<file path="src/rtl/multi_event_counter_pkg.sv">
// Shared defaults and select-width helper for the multi-channel event counter.
package multi_event_counter_pkg;

  localparam int unsigned NUM_CH_DEF  = 4;
  localparam int unsigned WIDTH_DEF   = 64;
  localparam int unsigned PRESC_W_DEF = 2;

  function automatic int unsigned sel_width(input int unsigned num_ch);
    return (num_ch > 1) ? int'($clog2(num_ch)) : 1;
  endfunction

endpackage

</file>
<file path="src/rtl/event_counter_channel.sv">
// One counter channel: prescaler, divide register, counter, sticky overflow and tick.
// MULTI_EVENT_COUNTER_SAT_EN selects saturation instead of wrap at all-ones.
module event_counter_channel #(
  parameter int unsigned WIDTH   = 64,
  parameter int unsigned PRESC_W = 2
) (
  input  logic               Clk,
  input  logic               Reset,
  input  logic               sel,
  input  logic               en,
  input  logic               clr,
  input  logic               div_we,
  input  logic [PRESC_W-1:0] div,
  output logic [WIDTH-1:0]   count,
  output logic               ovf,
  output logic               tick
);

  logic [PRESC_W-1:0] presc;
  logic [PRESC_W-1:0] div_q;

  always_ff @(posedge Clk) begin
    if (Reset) begin
      count <= '0;
      presc <= '0;
      div_q <= '0;
      ovf   <= 1'b0;
      tick  <= 1'b0;
    end else begin
      tick <= 1'b0;
      if (sel) begin
        // Clr beats Div_we, which beats En
        if (clr) begin
          count <= '0;
          presc <= '0;
          ovf   <= 1'b0;
        end else if (div_we) begin
          div_q <= div;
          presc <= '0;
        end else if (en) begin
          if (presc == div_q) begin
            presc <= '0;
            tick  <= 1'b1;
            if (count == '1) begin
              ovf <= 1'b1;
`ifdef MULTI_EVENT_COUNTER_SAT_EN
              count <= count;
`else
              count <= '0;
`endif
            end else begin
              count <= count + WIDTH'(1);
            end
          end else begin
            presc <= presc + PRESC_W'(1);
          end
        end
      end
    end
  end

endmodule

</file>
<file path="src/rtl/multi_event_counter.sv">
// Bank of NUM_CH independent prescaled event counters sharing one select/control port.
// Define MULTI_EVENT_COUNTER_SAT_EN for saturating counters (default: wrap).
module multi_event_counter
  import multi_event_counter_pkg::*;
#(
  parameter  int unsigned NUM_CH  = NUM_CH_DEF,
  parameter  int unsigned WIDTH   = WIDTH_DEF,
  parameter  int unsigned PRESC_W = PRESC_W_DEF,
  localparam int unsigned SEL_W   = sel_width(NUM_CH)
) (
  input  logic                    Clk,
  input  logic                    Reset,
  input  logic                    En,
  input  logic [SEL_W-1:0]        Sel,
  input  logic                    Clr,
  input  logic                    Div_we,
  input  logic [PRESC_W-1:0]      Div,
  output logic [NUM_CH*WIDTH-1:0] Count,
  output logic [NUM_CH-1:0]       Ovf,
  output logic [NUM_CH-1:0]       Tick
);

  // Out-of-range Sel matches no channel, so it is ignored naturally
  for (genvar i = 0; i < NUM_CH; i++) begin : g_ch
    logic hit;
    assign hit = (Sel == SEL_W'(i));

    event_counter_channel #(
      .WIDTH   (WIDTH),
      .PRESC_W (PRESC_W)
    ) u_ch (
      .Clk    (Clk),
      .Reset  (Reset),
      .sel    (hit),
      .en     (En),
      .clr    (Clr),
      .div_we (Div_we),
      .div    (Div),
      .count  (Count[i*WIDTH +: WIDTH]),
      .ovf    (Ovf[i]),
      .tick   (Tick[i])
    );
  end

endmodule
</file>
<file path="config.mk">
export PLATFORM = sky130hd
export DESIGN_NAME = multi_event_counter
export DESIGN_NICKNAME = d
export VERILOG_FILES = /design/src/rtl/multi_event_counter_pkg.sv /design/src/rtl/event_counter_channel.sv /design/src/rtl/multi_event_counter.sv
export SDC_FILE = /design/constraint.sdc
export NUM_CORES = 1
export LEC_CHECK = 0
export ABC_AREA = 0
export CORE_AREA = 4 4 166 168
export CTS_CLUSTER_DIAMETER = 80
export DETAILED_ROUTE_END_ITERATION = 10
export DIE_AREA = 0 0 170 172
export PLACE_DENSITY_LB_ADDON = 0.25
export SLEW_MARGIN = 20
export SYNTH_ARGS = -nofsm -noshare
export SYNTH_HDL_FRONTEND = slang
export SYNTH_SLANG_ARGS = --single-unit
</file>
<file path="constraint.sdc">
create_clock -name Clk -period 2.87 [get_ports Clk]
set_clock_uncertainty 0.15 [all_clocks]
set_input_delay 0.574 -clock Clk [delete_from_list [all_inputs] [get_ports Clk]]
set_output_delay 0.574 -clock Clk [all_outputs]
set_load 0.05 [all_outputs]
</file>
==> results.json, run 1 <==
{
  "layout-area-overhead-vs-synth_pct": 36.2,
  "initial_antenna_violation_count": 0,
  "r2r-start": "g_ch[2].u_ch.count[15]$_SDFFE_PP0P_",
  "drv_cap": 0,
  "drc_errors": 0,
  "hpwlAfterDp_mm": 27.6,
  "hold_path.class": "reg2reg",
  "die_height_um": 172,
  "post-route-util": 0.708,
  "portion_of_the_post_synthesis_area_used_by_sequential_elements": 0.416,
  "floorplan.die_area_um2": 29200,
  "clock-root-buffer": "clkbuf_16",
  "io-pin-count": 273,
  "post_synthesis_net_count": 1669,
  "vdd_drop_max_uv": 590,
  "timing.setup.tns_ns": 0,
  "timing.setup.critical_path_class": "reg2reg",
  "num_rows": 59,
  "topRoutingLayerUsed": "met4",
  "min_from": "g_ch[2].u_ch.ovf$_SDFFE_PP0P_",
  "cell_types_occupying_the_most_area_after_synthesis": "dfxtp_1 42%, xnor2_1 12%, nor2_1 9.4%, nand4_1 4.1%, xor2_1 4.0%",
  "post_cts.repair.setup_buffers": 0,
  "antennaDiodeCount": 0,
  "worst-slew-pin-transition_ns": 0.598,
  "drt-met1-wl_mm": 16.5,
  "insertion_delay_ns": 0.56,
  "numCtsBuffers": 30,
  "cts.sinks": 280,
  "detail_route.wl_per_cell_um": 16.3,
  "path_clk_slew_ns": 0.06,
  "vias": 13204,
  "final_layout_size_suffix_gt1_frac": 0.113,
  "core_area_um2": 25900,
  "yosysWarningCount": 0,
  "p_leak_nw": 5.82,
  "layout_worst_path_cycle_share": 0.987,
  "timing_max_transition_violations_final": 0,
  "clock_tree_from_tritoncts": "built",
  "port_buffers": 272,
  "grt_overflow_total": 0,
  "track_usage": 0.252,
  "ant_nets": 0,
  "initialDrtViolationCount": 954,
  "met3_wirelength_mm": 2.62,
  "setup_viol": 0,
  "ys_ff_latch": 280,
  "finalWeightedCongestion": 0.925,
  "synth_top_cell_area_share": 0.416,
  "synthesis.area_per_instance_um2": 8.13,
  "cp-end-kind": "register",
  "grt_pass1_wl_mm": 62.5,
  "critical_path_arrival_ns": 3.13,
  "finalNetCount": 2005,
  "critical_path.max_fanout": 14,
  "predominant_post_synthesis_flop_cell": "dfxtp_1",
  "initial_utilization": 0.520,
  "final_hold_vios": 0,
  "grt_max_degree": 39,
  "min_period_ns": 2.83,
  "power-per-cell-area_nw_per_um2": 454,
  "syn-instance-count": 1656,
  "synth.distinct_cells": 56,
  "die_x_um": 170,
  "run_status": "finished clean",
  "grt_pass1_vias": 12593,
  "routed_wl_met2_mm": 18.2,
  "max_slew_margin": 0.600,
  "drtPass1Iterations": 6,
  "ctsHtreeMaxLevel": 1,
  "post_synth_design_cell_area_um2": 13500,
  "total_of_cells_resized_after_clock_tree_synthesis": 0,
  "totalWireLength_mm": 38.3,
  "cp-startpoint": "g_ch[2].u_ch.count[15]$_SDFFE_PP0P_",
  "drt_via_density": 5.62,
  "power.total_mw": 8.32,
  "edff_count_synth": 0,
  "async_reset_ff_frac": 0,
  "yosys.area.top_type": "dfxtp_1",
  "fillerInstances": 2055,
  "cp_data_required_time_ns": 3.17,
  "critical_path.startpoint_type": "register",
  "clk_path_buf_depth": 3,
  "cts_hold_buffers": 0,
  "achievable-frequency_mhz": 353
}
sequential cells by signal, summed over array words and instances, names as in the netlist:
| register | flops |
|---|---|
| g_ch.u_ch.div_q | 8 |
| g_ch.u_ch.count | 256 |
| g_ch.u_ch.presc | 8 |
| g_ch.u_ch.tick | 4 |
| g_ch.u_ch.ovf | 4 |
final cells by class:
class / instances / area, µm² / area share
repair buffers: 377 / 3610 / 0.197
inverters: 46 / 173 / 0.00941
flip-flops and latches: 280 / 5660 / 0.308
multi-input cells: 1257 / 7410 / 0.404
clock inverters: 12 / 171 / 0.00935
well taps: 335 / 419 / 0.0229
clock buffers: 43 / 901 / 0.0491
path summary, 6_finish.rpt:
check,endpoint,slack (ns),depth (start not counted)
setup / recovery,g_ch[2].u_ch.count[62]$_SDFFE_PP0P_,0.04,7
hold / removal,g_ch[2].u_ch.ovf$_SDFFE_PP0P_,0.32,1
setup reg to reg,g_ch[2].u_ch.count[62]$_SDFFE_PP0P_,0.04,7
hold reg to reg,g_ch[2].u_ch.ovf$_SDFFE_PP0P_,0.32,1
cells in the mapped netlist (all sizes together) (3+ instances only):
cell type / number
o211ai: 6
nand3: 91
mux2i: 5
or2: 13
o31ai: 4
dfxtp: 280
xor2: 61
inv: 46
or4: 13
nor4b: 5
or3: 26
nor2: 338
a22oi: 7
o21a: 7
a21oi: 36
xnor2: 178
clkbuf: 47
a311oi: 4
a32o: 3
ha: 4
nand2b: 4
buf: 26
nor4: 76
nand4: 88
o2111ai: 3
and2: 16
and4: 20
o21ai: 30
nor3: 70
nand2: 107
nor2b: 8
and3: 17
cell usage in the layout (no fill, tap or decap), drive strengths merged, types with 16 or more instances in the layout:
cell / instances
a21oi: 36
and2: 16
and3: 17
and4: 20
buf: 105
clkbuf: 43
clkdlybuf4s50: 272
dfxtp: 280
inv: 47
nand2: 107
nand3: 91
nand4: 88
nor2: 338
nor3: 70
nor4: 76
o21ai: 30
or3: 26
xnor2: 178
xor2: 61
kinds of logic after synthesis:
family	share of synthesized area
AOI/OAI and AO/OA	0.0508
and+or+nand+nor	0.333
muxes	0.00372
buffers and inverters	0.0371
adders and majority gates	0.00372
DFF	0.416
xor gates and xnor gates	0.155
worst max-delay path: stages, from the launching register on:
cell     delay, ns
dfxtp_2       0.40
nand4_1       0.13
or4_1         0.62
or4_1         0.54
buf_4         0.24
nor4_1        0.42
xnor2_1       0.17
nor2_1        0.05
per-layer routing:
metal,global-route usage,vias to the layer above
li1,-,6410
met1,0.330,6264
met2,0.427,462
met3,0.0464,68
met4,0.0726,0
met5,0,-
per-stage QoR:
step | area (µm²) | std cells | setup slack (ns) | hold slack (ns)
after detailed placement | 17300 | 2295 | -0.275 | 0.305
after global routing | 18300 | 2350 | -0.0423 | 0.331
after floorplan | 13500 | 1656 | 0.000287 | 0.292
final | 18300 | 2350 | 0.0366 | 0.322
after global placement | 17300 | 2295 | -0.200 | 0.299
after CTS | 18300 | 2350 | 0.0529 | 0.322
power by group:
part	internal, mW	switching, mW
clock network	2.53	1.60
logic	0.105	0.184
registers	3.89	0.00736
No activity file was read; power rests on OpenSTA's default activity.
==> run 2, diff against run 1 <==
clock period = 3 ns   (was 2.87 ns; I/O delays follow)
==> run 2 against run 1 <==
Effect of this change:
- critical endpoint unchanged
- sequential share of layout area up 0.48 points
- sequential power fell by 4%
- highest routed layer unchanged
- global-route usage down 0.46 points
- cell count decreased by 1.3%
- total power shrank 10%
==> results.json, run 2 (synthesis results as in run 1) <==
{
  "run_status": "finished clean",
  "initial_antenna_violation_count": 0,
  "io-pin-count": 273,
  "internal_power_mw": 5.87,
  "cp-end-kind": "register",
  "floorplan.die_area_um2": 29200,
  "largestRegisters": "g_ch.u_ch.count (256), g_ch.u_ch.div_q (8), g_ch.u_ch.presc (8)",
  "clock_tree_from_tritoncts": "built",
  "fillerInstances": 2096,
  "finalNetCount": 1981,
  "clk_path_buf_depth": 3,
  "insertion_delay_ns": 0.54,
  "ff2ff_setup_slack_ns": 0.18,
  "drtPass1Iterations": 5,
  "ant_nets": 0,
  "path_clk_slew_ns": 0.06,
  "num_rows": 59,
  "critical_path.cell_chain": "nand4_1, or4_1, or4_1, buf_4, nor4_1, xnor2_1, nor2_1",
  "share_of_power_burned_in_combinational_logic": 0.034,
  "grt.met1_usage": 0.322,
  "layout_worst_path_cycle_share": 0.941,
  "min_period_ns": 2.82,
  "port_buffers": 272,
  "pwr-share-clk": 0.467,
  "globalRouteMet2Util": 0.425,
  "timing.critical_path.slowest_stage_cell": "or4_1",
  "numCtsBuffers": 30,
  "critical_path.startpoint_type": "register",
  "number_of_buffer_and_inverter_stages_on_the_critical_path": 1,
  "cp-startpoint": "g_ch[2].u_ch.count[11]$_SDFFE_PP0P_",
  "net-switching-power_mw": 1.62,
  "die_height_um": 172,
  "layout.cells.most_common_list": "336 x nor2_1, 274 x dfxtp_1, 272 x clkdlybuf4s50_1",
  "totalWireLength_mm": 37.7,
  "detail_route.wl_per_cell_um": 16.2,
  "timing_max_transition_violations_final": 0,
  "drt_via_density": 5.62,
  "max_flop_register": "g_ch.u_ch.count",
  "final_hold_vios": 0,
  "achievable-frequency_mhz": 354,
  "critical-path-top-cell-by-count": "or4_1",
  "switching_share": 0.216,
  "hpwlAfterDp_mm": 27.2,
  "power-per-cell-area_nw_per_um2": 418,
  "worst-slew-pin-transition_ns": 0.618,
  "cp_data_required_time_ns": 3.29,
  "placedInstanceArea_um2": 17000,
  "ff2ff_path_depth": 7,
  "grt_pass1_vias": 12541,
  "final_cell_area_um2": 17900,
  "hold_path.class": "reg2reg",
  "grt_pass1_wl_mm": 61.8,
  "critical-path-top-delay-family": "simple AND/OR/NAND/NOR gates",
  "critical_path_arrival_ns": 3.11,
  "layout-area-overhead-vs-synth_pct": 33.1,
  "critical_path.max_fanout": 14,
  "drc_errors": 0,
  "ctsHtreeMaxLevel": 1,
  "timing.setup.tns_ns": 0,
  "timing.setup.critical_path_class": "reg2reg",
  "initialDrtViolationCount": 1051,
  "largest_register_ff_count": 256,
  "die_x_um": 170,
  "r2r-start": "g_ch[2].u_ch.count[11]$_SDFFE_PP0P_",
  "finalWeightedCongestion": 0.896,
  "track_usage": 0.247,
  "cts_hold_buffers": 0,
  "r2r-end": "g_ch[2].u_ch.count[62]$_SDFFE_PP0P_",
  "critical_path_max_stage_delay_ns": 0.59,
  "core_area_um2": 25900,
  "cts.sinks": 280,
  "p_leak_nw": 5.59,
  "grtUsageMet3": 0.0508,
  "critical_path_cell_count": 7,
  "initial_utilization": 0.520,
  "max_slew_margin": 0.584,
  "setup_viol": 0,
  "final_layout_size_suffix_gt1_frac": 0.0766,
  "proportion_of_power_drawn_by_flip_flops_and_latches": 0.499,
  "vias": 13047,
  "vdd_drop_max_uv": 561,
  "grt_overflow_total": 0,
  "top_usage_layer": "met2",
  "place_ws_ns": -0.160,
  "antennaDiodeCount": 0,
  "clock-root-buffer": "clkbuf_16",
  "unrepaired_setup_endpoints_after_global_routing": "false",
  "final_common_cell": "nor2_1",
  "layout_setup_ws_ns": 0.177,
  "timing.critical_path.to": "g_ch[2].u_ch.count[62]$_SDFFE_PP0P_",
  "grt_max_degree": 56,
  "drv_cap": 0
}
==> run 2: changes by cell type in the layout (fill, tap and decap cells not counted), moves of 3 or more <==
cell	before	now
dfxtp_1	238	274
buf_4	97	75
clkbuf_1	4	10
clkbuf_8	8	4
dfxtp_2	42	6
bufinv_16	4	1
==> run 2: metrics by stage <==
step                total power, mW   util  hold slack (ns)  std cells
floorplan                      3.96      -            0.292       1656
global placement               4.07  0.656            0.297       2271
CTS                            7.56  0.691            0.328       2320
finish                         7.49  0.691            0.331       2320
global route                   7.73  0.691            0.354       2320
detailed placement             4.07  0.656            0.310       2271
==> run 2: how the worst min path moves through the flow <==
stage                                       start                            end  slack, ns  cells past startpoint
detailed placement  g_ch[0].u_ch.ovf$_SDFFE_PP0P_  g_ch[0].u_ch.ovf$_SDFFE_PP0P_       0.31                      1
global route        g_ch[3].u_ch.ovf$_SDFFE_PP0P_  g_ch[3].u_ch.ovf$_SDFFE_PP0P_       0.35                      1
CTS                 g_ch[3].u_ch.ovf$_SDFFE_PP0P_  g_ch[3].u_ch.ovf$_SDFFE_PP0P_       0.33                      1
finish              g_ch[2].u_ch.ovf$_SDFFE_PP0P_  g_ch[2].u_ch.ovf$_SDFFE_PP0P_       0.33                      1
global placement    g_ch[3].u_ch.ovf$_SDFFE_PP0P_  g_ch[3].u_ch.ovf$_SDFFE_PP0P_       0.30                      1
floorplan           g_ch[2].u_ch.ovf$_SDFFE_PP0P_  g_ch[2].u_ch.ovf$_SDFFE_PP0P_       0.29                      1
==> run 2: metal layers <==
metal | routed length (µm) | vias to the layer above | share of wire
met5 | 0 | - | 0
met1 | 16200 | 6159 | 0.43
met3 | 2760 | 67 | 0.073
met2 | 18000 | 467 | 0.48
met4 | 732 | 0 | 0.019
li1 | - | 6354 | -
==> run 2: power by group through the flow <==
stage	sequential, mW	clock [mW]	combinational [mW]
after floorplan	3.83	0	0.132
after detailed placement	3.82	0	0.256
after CTS	3.73	3.57	0.257
after global placement	3.82	0	0.255
final	3.73	3.49	0.257
after global routing	3.73	3.72	0.278
==> run 2: cell type report <==
type	instances	area [µm²]	area share
flip-flops and latches	280	5610	0.313
well taps	335	419	0.0234
inverters	46	173	0.00964
repair buffers	353	3410	0.190
multi-input cells	1257	7390	0.413
clock inverters	4	45.0	0.00251
clock buffers	45	868	0.0485
==> run 2: repair_timing <==
item                       4_1_cts  5_1_grt
gates resized for setup          0        1
setup buffers                    0        0
setup endpoints to repair        0       44
